[src/rtl/wb_address_decoder.sv]
// rtl/wb_address_decoder.sv - Wishbone classic 1:N address decoder with timeout; WB_ERR_CAPTURE_EN adds error capture
package pkg_base_address;
  localparam int NUM_ENTRIES = 5;
  // 0: top module, 1: SFP+ I2C, 2: ethernet, 3: statistics, 4: user design
  localparam logic [NUM_ENTRIES-1:0][31:0] BASE_ADDRESS = {
    32'h8000_5200, 32'h8000_5100, 32'h8000_5080, 32'h8000_5000, 32'h0000_0000
  };
  localparam logic [NUM_ENTRIES-1:0][31:0] MEM_SPACE = {
    32'h0000_0200, 32'h0000_0100, 32'h0000_0080, 32'h0000_0080, 32'h0000_0100
  };
endpackage

module wb_address_decoder #(
  parameter int NUM_SLAVES     = 5,
  parameter int TIMEOUT_CYCLES = 1024
) (
  input  logic                     clk,
  input  logic                     rst,
  input  logic                     m_cyc,
  input  logic                     m_stb,
  input  logic                     m_we,
  input  logic [31:0]              m_adr,
  input  logic [31:0]              m_dat_i,
  input  logic [3:0]               m_sel,
  output logic [31:0]              m_dat_o,
  output logic                     m_ack,
  output logic                     m_err,
  output logic [NUM_SLAVES-1:0]    s_cyc,
  output logic [NUM_SLAVES-1:0]    s_stb,
  output logic                     s_we,
  output logic [31:0]              s_adr,
  output logic [31:0]              s_dat_o,
  output logic [3:0]               s_sel,
  input  logic [32*NUM_SLAVES-1:0] s_dat_i,
  input  logic [NUM_SLAVES-1:0]    s_ack,
  input  logic [NUM_SLAVES-1:0]    s_err
`ifdef WB_ERR_CAPTURE_EN
  ,
  output logic [31:0]              err_adr,
  output logic [1:0]               err_cause,
  output logic [15:0]              err_count
`endif
);
  import pkg_base_address::*;

  localparam int IDXW = (NUM_SLAVES > 1) ? $clog2(NUM_SLAVES) : 1;
  localparam logic [15:0] TMO_LAST = 16'(TIMEOUT_CYCLES - 1);

  typedef enum logic [1:0] {IDLE, ACTIVE, RESP} state_t;

  state_t                state;
  logic [IDXW-1:0]       idx_q;
  logic [15:0]           tmo_cnt;
  logic                  hit;
  logic [IDXW-1:0]       hit_idx;
  logic [NUM_SLAVES-1:0] hit_onehot;
  logic                  sel_ack;
  logic                  sel_err;
  logic [31:0]           sel_dat;
  logic [32:0]           adr33;

  assign adr33 = {1'b0, m_adr};

  // Descending scan so the lowest matching index wins on overlap; 33-bit end avoids wrap.
  always_comb begin
    hit        = 1'b0;
    hit_idx    = '0;
    hit_onehot = '0;
    for (int i = NUM_SLAVES - 1; i >= 0; i--) begin
      if (adr33 >= {1'b0, BASE_ADDRESS[i]} &&
          adr33 < ({1'b0, BASE_ADDRESS[i]} + {1'b0, MEM_SPACE[i]})) begin
        hit           = 1'b1;
        hit_idx       = i[IDXW-1:0];
        hit_onehot    = '0;
        hit_onehot[i] = 1'b1;
      end
    end
  end

  always_comb begin
    sel_ack = 1'b0;
    sel_err = 1'b0;
    sel_dat = '0;
    for (int i = 0; i < NUM_SLAVES; i++) begin
      if (idx_q == i[IDXW-1:0]) begin
        sel_ack = s_ack[i];
        sel_err = s_err[i];
        sel_dat = s_dat_i[32*i +: 32];
      end
    end
  end

  always_ff @(posedge clk) begin
    if (rst) begin
      state   <= IDLE;
      idx_q   <= '0;
      tmo_cnt <= '0;
      m_ack   <= 1'b0;
      m_err   <= 1'b0;
      m_dat_o <= '0;
      s_cyc   <= '0;
      s_stb   <= '0;
      s_we    <= 1'b0;
      s_adr   <= '0;
      s_dat_o <= '0;
      s_sel   <= '0;
    end else begin
      m_ack <= 1'b0;
      m_err <= 1'b0;
      case (state)
        IDLE: begin
          if (m_cyc && m_stb) begin
            s_adr   <= m_adr;
            s_we    <= m_we;
            s_dat_o <= m_dat_i;
            s_sel   <= m_sel;
            idx_q   <= hit_idx;
            tmo_cnt <= '0;
            if (hit) begin
              s_cyc <= hit_onehot;
              s_stb <= hit_onehot;
              state <= ACTIVE;
            end else begin
              m_err <= 1'b1;
              state <= RESP;
            end
          end
        end
        ACTIVE: begin
          // Master abort outranks any same-cycle slave response.
          if (!m_cyc) begin
            s_cyc <= '0;
            s_stb <= '0;
            state <= IDLE;
          end else if (sel_err) begin
            s_cyc <= '0;
            s_stb <= '0;
            m_err <= 1'b1;
            state <= RESP;
          end else if (sel_ack) begin
            s_cyc   <= '0;
            s_stb   <= '0;
            m_ack   <= 1'b1;
            m_dat_o <= sel_dat;
            state   <= RESP;
          end else if (tmo_cnt == TMO_LAST) begin
            s_cyc <= '0;
            s_stb <= '0;
            m_err <= 1'b1;
            state <= RESP;
          end else begin
            tmo_cnt <= tmo_cnt + 16'd1;
          end
        end
        RESP:    state <= IDLE;
        default: state <= IDLE;
      endcase
    end
  end

`ifdef WB_ERR_CAPTURE_EN
  logic        err_event;
  logic [1:0]  err_code;
  logic [31:0] err_addr_nxt;

  always_comb begin
    err_event    = 1'b0;
    err_code     = 2'b00;
    err_addr_nxt = s_adr;
    if (state == IDLE && m_cyc && m_stb && !hit) begin
      err_event    = 1'b1;
      err_code     = 2'b01;
      err_addr_nxt = m_adr;
    end else if (state == ACTIVE && m_cyc) begin
      if (sel_err) begin
        err_event = 1'b1;
        err_code  = 2'b10;
      end else if (!sel_ack && tmo_cnt == TMO_LAST) begin
        err_event = 1'b1;
        err_code  = 2'b11;
      end
    end
  end

  always_ff @(posedge clk) begin
    if (rst) begin
      err_adr   <= '0;
      err_cause <= '0;
      err_count <= '0;
    end else if (err_event) begin
      err_adr   <= err_addr_nxt;
      err_cause <= err_code;
      if (err_count != 16'hFFFF) err_count <= err_count + 16'd1;
    end
  end
`endif

endmodule
[config.mk]
export PLATFORM = sky130hd
export DESIGN_NAME = wb_address_decoder
export DESIGN_NICKNAME = d
export VERILOG_FILES = /design/src/rtl/wb_address_decoder.sv
export SDC_FILE = /design/constraint.sdc
export NUM_CORES = 1
export LEC_CHECK = 0
export BUFFER_PORTS_ARGS = -buffer_cell sky130_fd_sc_hd__clkbuf_2
export CAP_MARGIN = 20
export CORE_AREA = 2 2 137 139
export DETAILED_ROUTE_END_ITERATION = 6
export DIE_AREA = 0 0 139 141
export PLACE_DENSITY = 0.76
export SLEW_MARGIN = 20
export SYNTH_ARGS = -nofsm -noshare
export SYNTH_HDL_FRONTEND = slang
export SYNTH_SLANG_ARGS = --single-unit
[constraint.sdc]
create_clock -name clk -period 2.42 [get_ports clk]
set_clock_uncertainty 0.2 [all_clocks]
set_input_delay 0.484 -clock clk [delete_from_list [all_inputs] [get_ports clk]]
set_output_delay 0.484 -clock clk [all_outputs]
set_load 0.05 [all_outputs]
==> out/qor.txt, run 1 <==
CP arrival: 2.49 ns
vias per cell: 5.285
clock transition at the registers of the reported paths: 0.06 ns
pre-CTS setup slack: 0.01503 ns
final hold vios: 0
routability cong.: 0.8867
Area after DPL: 8461 um2
area of the multi-input gates: 3466 um2
CTS tree: yes
crit path kind: flop to flop
clk_lat worst skew: 0.41 ns
final wirelength: 22.40 mm
die area: 19600 um2
Nets: 1294
Vias: 6870
Most used DFF post-synth: dfxtp_1
Setup Viol. Count Final: 0
netlist area before placement: 6351 um2
CP required: 2.52 ns
Layout fillers: 1720
DR WL/cell: 17.23 um
EDFF count, synth: 0
global routing's busiest layer: met2
leading cell type in the layout, fill and taps excluded: clkbuf_2
root buf cell: clkbuf_16
detailed-route DRC error count: 0
Warnings, synthesis: 0
met2 Usage GRT: 0.3619
Synth Instances: 711
post-synthesis register bit count: 129
I/O pin cnt: 356
HP Class: primary input to flop
max-slew violation count: 0
Worst-Margin Slew: 0.8197 ns
Port Buffer Count: 355
crit-path max FO: 5
status: finished clean
Final Power: 5.928 mW
Max-Cap Viols: 0
FFs w/ async S/R, synth: 0
Final period util: 0.9876
Die Wd: 139 um
H-tree levels: 4
DP HPWL: 17.10 mm
vias in the first global route: 6740
die height: 141 um
TritonCTS Buffers: 17
Cell Rows: 50
global-route wire length before repair: 35.38 mm
Peak Freq: 418.4 MHz
reg2reg start: tmo_cnt[0]
Layout area overhead: 44.50%
sequential fraction of the synthesis area: 0.4066
worst hold slack: 0.08467 ns
Period minus WS final: 2.390 ns
Placed Cells: 1264
Syn Nets: 955
clock tree buffer depth: 2
crit path launch: tmo_cnt[0]
Routed Antenna Nets: 0
FF+latch area: 2589 um2
Core Box Area: 18270 um2
peak supply drop: 446.5 uV
synth unique cells: 63
grt met3 use: 0.05978
Hold Path Origin: m_adr[0]
Syn Area/Cell: 8.933 um2
share of layout cells above drive strength 1: 0.4553
grt ovf: 0
most frequent cells in the layout: clkbuf_2, nand2_1, dfxtp_1
Setup crit end kind: flop
total negative setup slack: 0 ns
hold_buf cts: 0
largest net degree at the start of global routing: 75
GRT Util Overall: 0.2245
met1 Resource Use GR: 0.2916
drt initial violations: 473
fin worst setup slack: 0.02997 ns
PD cells: 645.9 nW/um2
Max transition margin: 0.4535
Pre-antenna DRT Iters: 5
Worst setup SP type: flop
Final Core Density: 0.5024
Post-Layout Inst Area: 9178 um2
Leakage: 3.999 nW
Initial Util: 0.3477
CTS sink cnt: 129
initial antenna violation count: 3
fin cells: 1300
[layer usage]
metal / vias up / part of all wire
li1: 3330 / -
met1: 3236 / 0.42
met2: 265 / 0.48
met3: 39 / 0.071
met4: 0 / 0.025
met5: - / 0
[where the power goes]
group	switching, mW	leakage [nW]	internal [mW]
Combinational	0.480	2.62	0.301
Clock	1.03	0.327	1.91
Sequential	0.0286	1.05	2.18
Total	1.54	4.00	4.39
[flip-flops by register name, indices dropped and copies added, names as in the netlist]
name     count
m_err        1
m_ack        1
s_sel        4
s_we         1
state        2
m_dat_o     32
idx_q        3
s_adr       32
s_stb        5
s_dat_o     32
tmo_cnt     16
[path summary, 6_finish.rpt]
path | cells after the start | slack (ns) | end
worst max-delay path | 6 | 0.03 | s_stb[3]
worst max register to register | 6 | 0.03 | s_stb[3]
worst min register to register | 2 | 0.25 | s_adr[8]
worst min-delay path | 3 | 0.08 | s_adr[0]
[synthesized netlist by cell type, drive strengths merged, types with 2 or more instances]
master / count / area, um2
o211a: 4 / 40.04
or4: 13 / 101.4
nor3: 9 / 60.06
o21a: 2 / 15.01
nand3: 9 / 45.04
a32o: 2 / 21.27
and2: 4 / 25.02
a31o: 2 / 17.52
and3: 4 / 25.02
o21ai: 7 / 35.03
and4: 2 / 18.77
nand4: 5 / 31.28
buf: 28 / 186.4
a22oi: 33 / 252.7
a31oi: 2 / 12.51
o31ai: 10 / 75.07
mux2: 4 / 48.79
mux2i: 5 / 50.05
a21oi: 120 / 604.3
and3b: 3 / 26.28
or3: 6 / 38.79
o2111ai: 2 / 23.77
nor2: 17 / 66.32
a211oi: 2 / 15.01
clkbuf: 42 / 157.7
o211ai: 5 / 56.30
mux4: 31 / 698.2
nand2: 158 / 593.1
inv: 4 / 15.01
dfxtp: 129 / 2582
o22ai: 3 / 32.53
a311oi: 31 / 271.5
nor4: 3 / 18.77
[cells by family after synthesis]
group                      Yosys count  share of synthesized area
buffers and inverters               74                    0.05654
and+or+nand+nor                    239                     0.1732
adders and majority gates            1                   0.001970
DFF                                129                     0.4066
AOI/OAI and AO/OA                  228                     0.2362
muxes                               40                     0.1255
[what timing repair did]
item                       4_1_cts  5_1_grt
buffers inserted                 0        1
setup endpoints to repair        0       11
resized for setup                0        9
[critical path: stages (launching register included)]
cell	delay, ns
dfxtp_2	0.35
ha_4	0.13
or4bb_1	0.40
or4_4	0.54
o211ai_4	0.20
o22ai_4	0.16
a32o_1	0.29
[area by class of cell]
type | count | area share
Antenna cell | 3 | 0.0008180
Clock buffer | 19 | 0.04935
Clock inverter | 13 | 0.02413
Inverter | 4 | 0.001636
Multi-Input combinational cell | 508 | 0.3776
Sequential cell | 129 | 0.2821
Tap cell | 234 | 0.03190
Timing Repair Buffer | 390 | 0.2324
Power figures use the tool's default switching activity.
==> run 2, diff against run 1 <==
--- a/config.mk
+++ b/config.mk
@@ -11,6 +11,7 @@
 export DETAILED_ROUTE_END_ITERATION = 6
 export DIE_AREA = 0 0 139 141
 export PLACE_DENSITY = 0.76
+export REMOVE_ABC_BUFFERS = 1
 export SLEW_MARGIN = 20
 export SYNTH_ARGS = -nofsm -noshare
 export SYNTH_HDL_FRONTEND = slang
==> out/qor.txt, run 2 (synthesis gave the netlist of run 1 again) <==
hold_buf cts: 0
final wirelength: 21.62 mm
initial antenna violation count: 0
Initial Util: 0.3477
GRT Util Overall: 0.2110
crit path kind: flop to flop
leading cell type in the layout, fill and taps excluded: clkbuf_2
HP Class: primary input to flop
Worst setup SP type: flop
Nets: 1287
Leakage: 3.938 nW
vias per cell: 5.306
TritonCTS Buffers: 17
Hold Path Origin: rst
Worst-Margin Slew: 0.7730 ns
ordered cell list for the critical path: ha_1, or4bb_1, or4_4, o211ai_4, o22ai_4, a32o_2
peak supply drop: 399.5 uV
DP HPWL: 16.47 mm
Final Core Density: 0.4940
share of layout cells above drive strength 1: 0.4498
Final Power: 5.657 mW
Max-Cap Viols: 0
max-slew violation count: 0
status: finished clean
Peak Freq: 424.4 MHz
Final period util: 0.9737
Worst R2R Path Depth: 6
Worst path slowest cell: or4bb_1
grt ovf: 0
area of the multi-input gates: 3447 um2
reg2reg start: tmo_cnt[0]
Routed Antenna Nets: 0
I/O pin cnt: 356
drt initial violations: 390
CP required: 2.53 ns
PD cells: 626.9 nW/um2
FF-to-FF End: s_stb[4]
Layout fillers: 1763
crit-path max FO: 5
Cell Rows: 50
Crit path largest cell delay: 0.49 ns
vias in the first global route: 6336
DR WL/cell: 16.76 um
final hold vios: 0
detailed-route DRC error count: 0
Vias: 6845
FF+latch area: 2589 um2
hold path endpoint: s_adr[12]
largest registers: m_dat_o (32), s_adr (32), s_dat_o (32)
largest net degree at the start of global routing: 75
pre-CTS setup slack: -0.1196 ns
cell family contributing the most delay on the critical path: simple AND/OR/NAND/NOR gates
root buf cell: clkbuf_16
Worst Hold Depth: 2
H-tree levels: 4
Pre-antenna DRT Iters: 5
R2R setup slack: 0.06 ns
Core Box Area: 18270 um2
fin worst setup slack: 0.06363 ns
CTS sink cnt: 129
Period minus WS final: 2.356 ns
Layout area overhead: 42.08%
die height: 141 um
most frequent cells in the layout: clkbuf_2, nand2_1, dfxtp_1
die area: 19600 um2
CTS tree: yes
clock transition at the registers of the reported paths: 0.06 ns
Max transition margin: 0.4847
clk_lat worst skew: 0.42 ns
Setup Viol. Count Final: 0
clock tree buffer depth: 2
Setup crit end kind: flop
Die Wd: 139 um
CP arrival: 2.47 ns
CP bufs+invs: 0
global-route wire length before repair: 33.24 mm
ANT cells: 0
Port Buffer Count: 355
RSZ-0062 raised after global routing: no
routability cong.: 0.8405
run 2: where the power goes:
part / switching [mW] / internal [mW]
logic: 0.469 / 0.295
clock network: 1.02 / 1.67
registers: 0.0301 / 2.18
run 2: worst max-delay path by stage:
stage,startpoint,to,slack [ns],depth (start not counted)
final,tmo_cnt[0],s_stb[4],0.06,6
after global routing,tmo_cnt[0],tmo_cnt[6],0.00001,7
after CTS,tmo_cnt[0],s_stb[4],0.03,6
after detailed placement,tmo_cnt[0],s_stb[4],-0.12,6
after global placement,tmo_cnt[0],s_stb[4],-0.07,6
after floorplan,m_cyc,tmo_cnt[2],-4.37,5
run 2: timing repair:
item / in CTS / in global routing
cloned: 0 / 0
pin swaps: 1 / 1
setup endpoints to repair: 5 / 18
setup buffers: 2 / 0
gates resized for setup: 0 / 4
run 2: stage by stage:
stage,area [um2],TNS [ns],instances,hold WS [ns]
after floorplan,6007,-406.69,641,0.2378
after global placement,8388,-0.1906,1256,0.2405
after detailed placement,8388,-0.3251,1256,0.2454
after CTS,9019,0,1290,0.03648
after global routing,9024,0,1290,0.04167
final,9024,0,1290,0.05984
run 2: layout make-up:
type / instances / share of cell area
Clock buffer: 18 / 0.04867
Clock inverter: 14 / 0.01955
Inverter: 4 / 0.001664
Multi-Input combinational cell: 508 / 0.3820
Sequential cell: 129 / 0.2869
Tap cell: 234 / 0.03245
Timing Repair Buffer: 383 / 0.2288
run 2: per-layer routing:
| layer | wire [um] | GRT usage | vias to the layer above |
|---|---|---|---|
| li1 | - | - | 3320 |
| met2 | 10800 | 0.3498 | 267 |
| met1 | 8722 | 0.2567 | 3208 |
| met4 | 658 | 0.1031 | 0 |
| met5 | 0 | 0 | - |
| met3 | 1437 | 0.05367 | 50 |
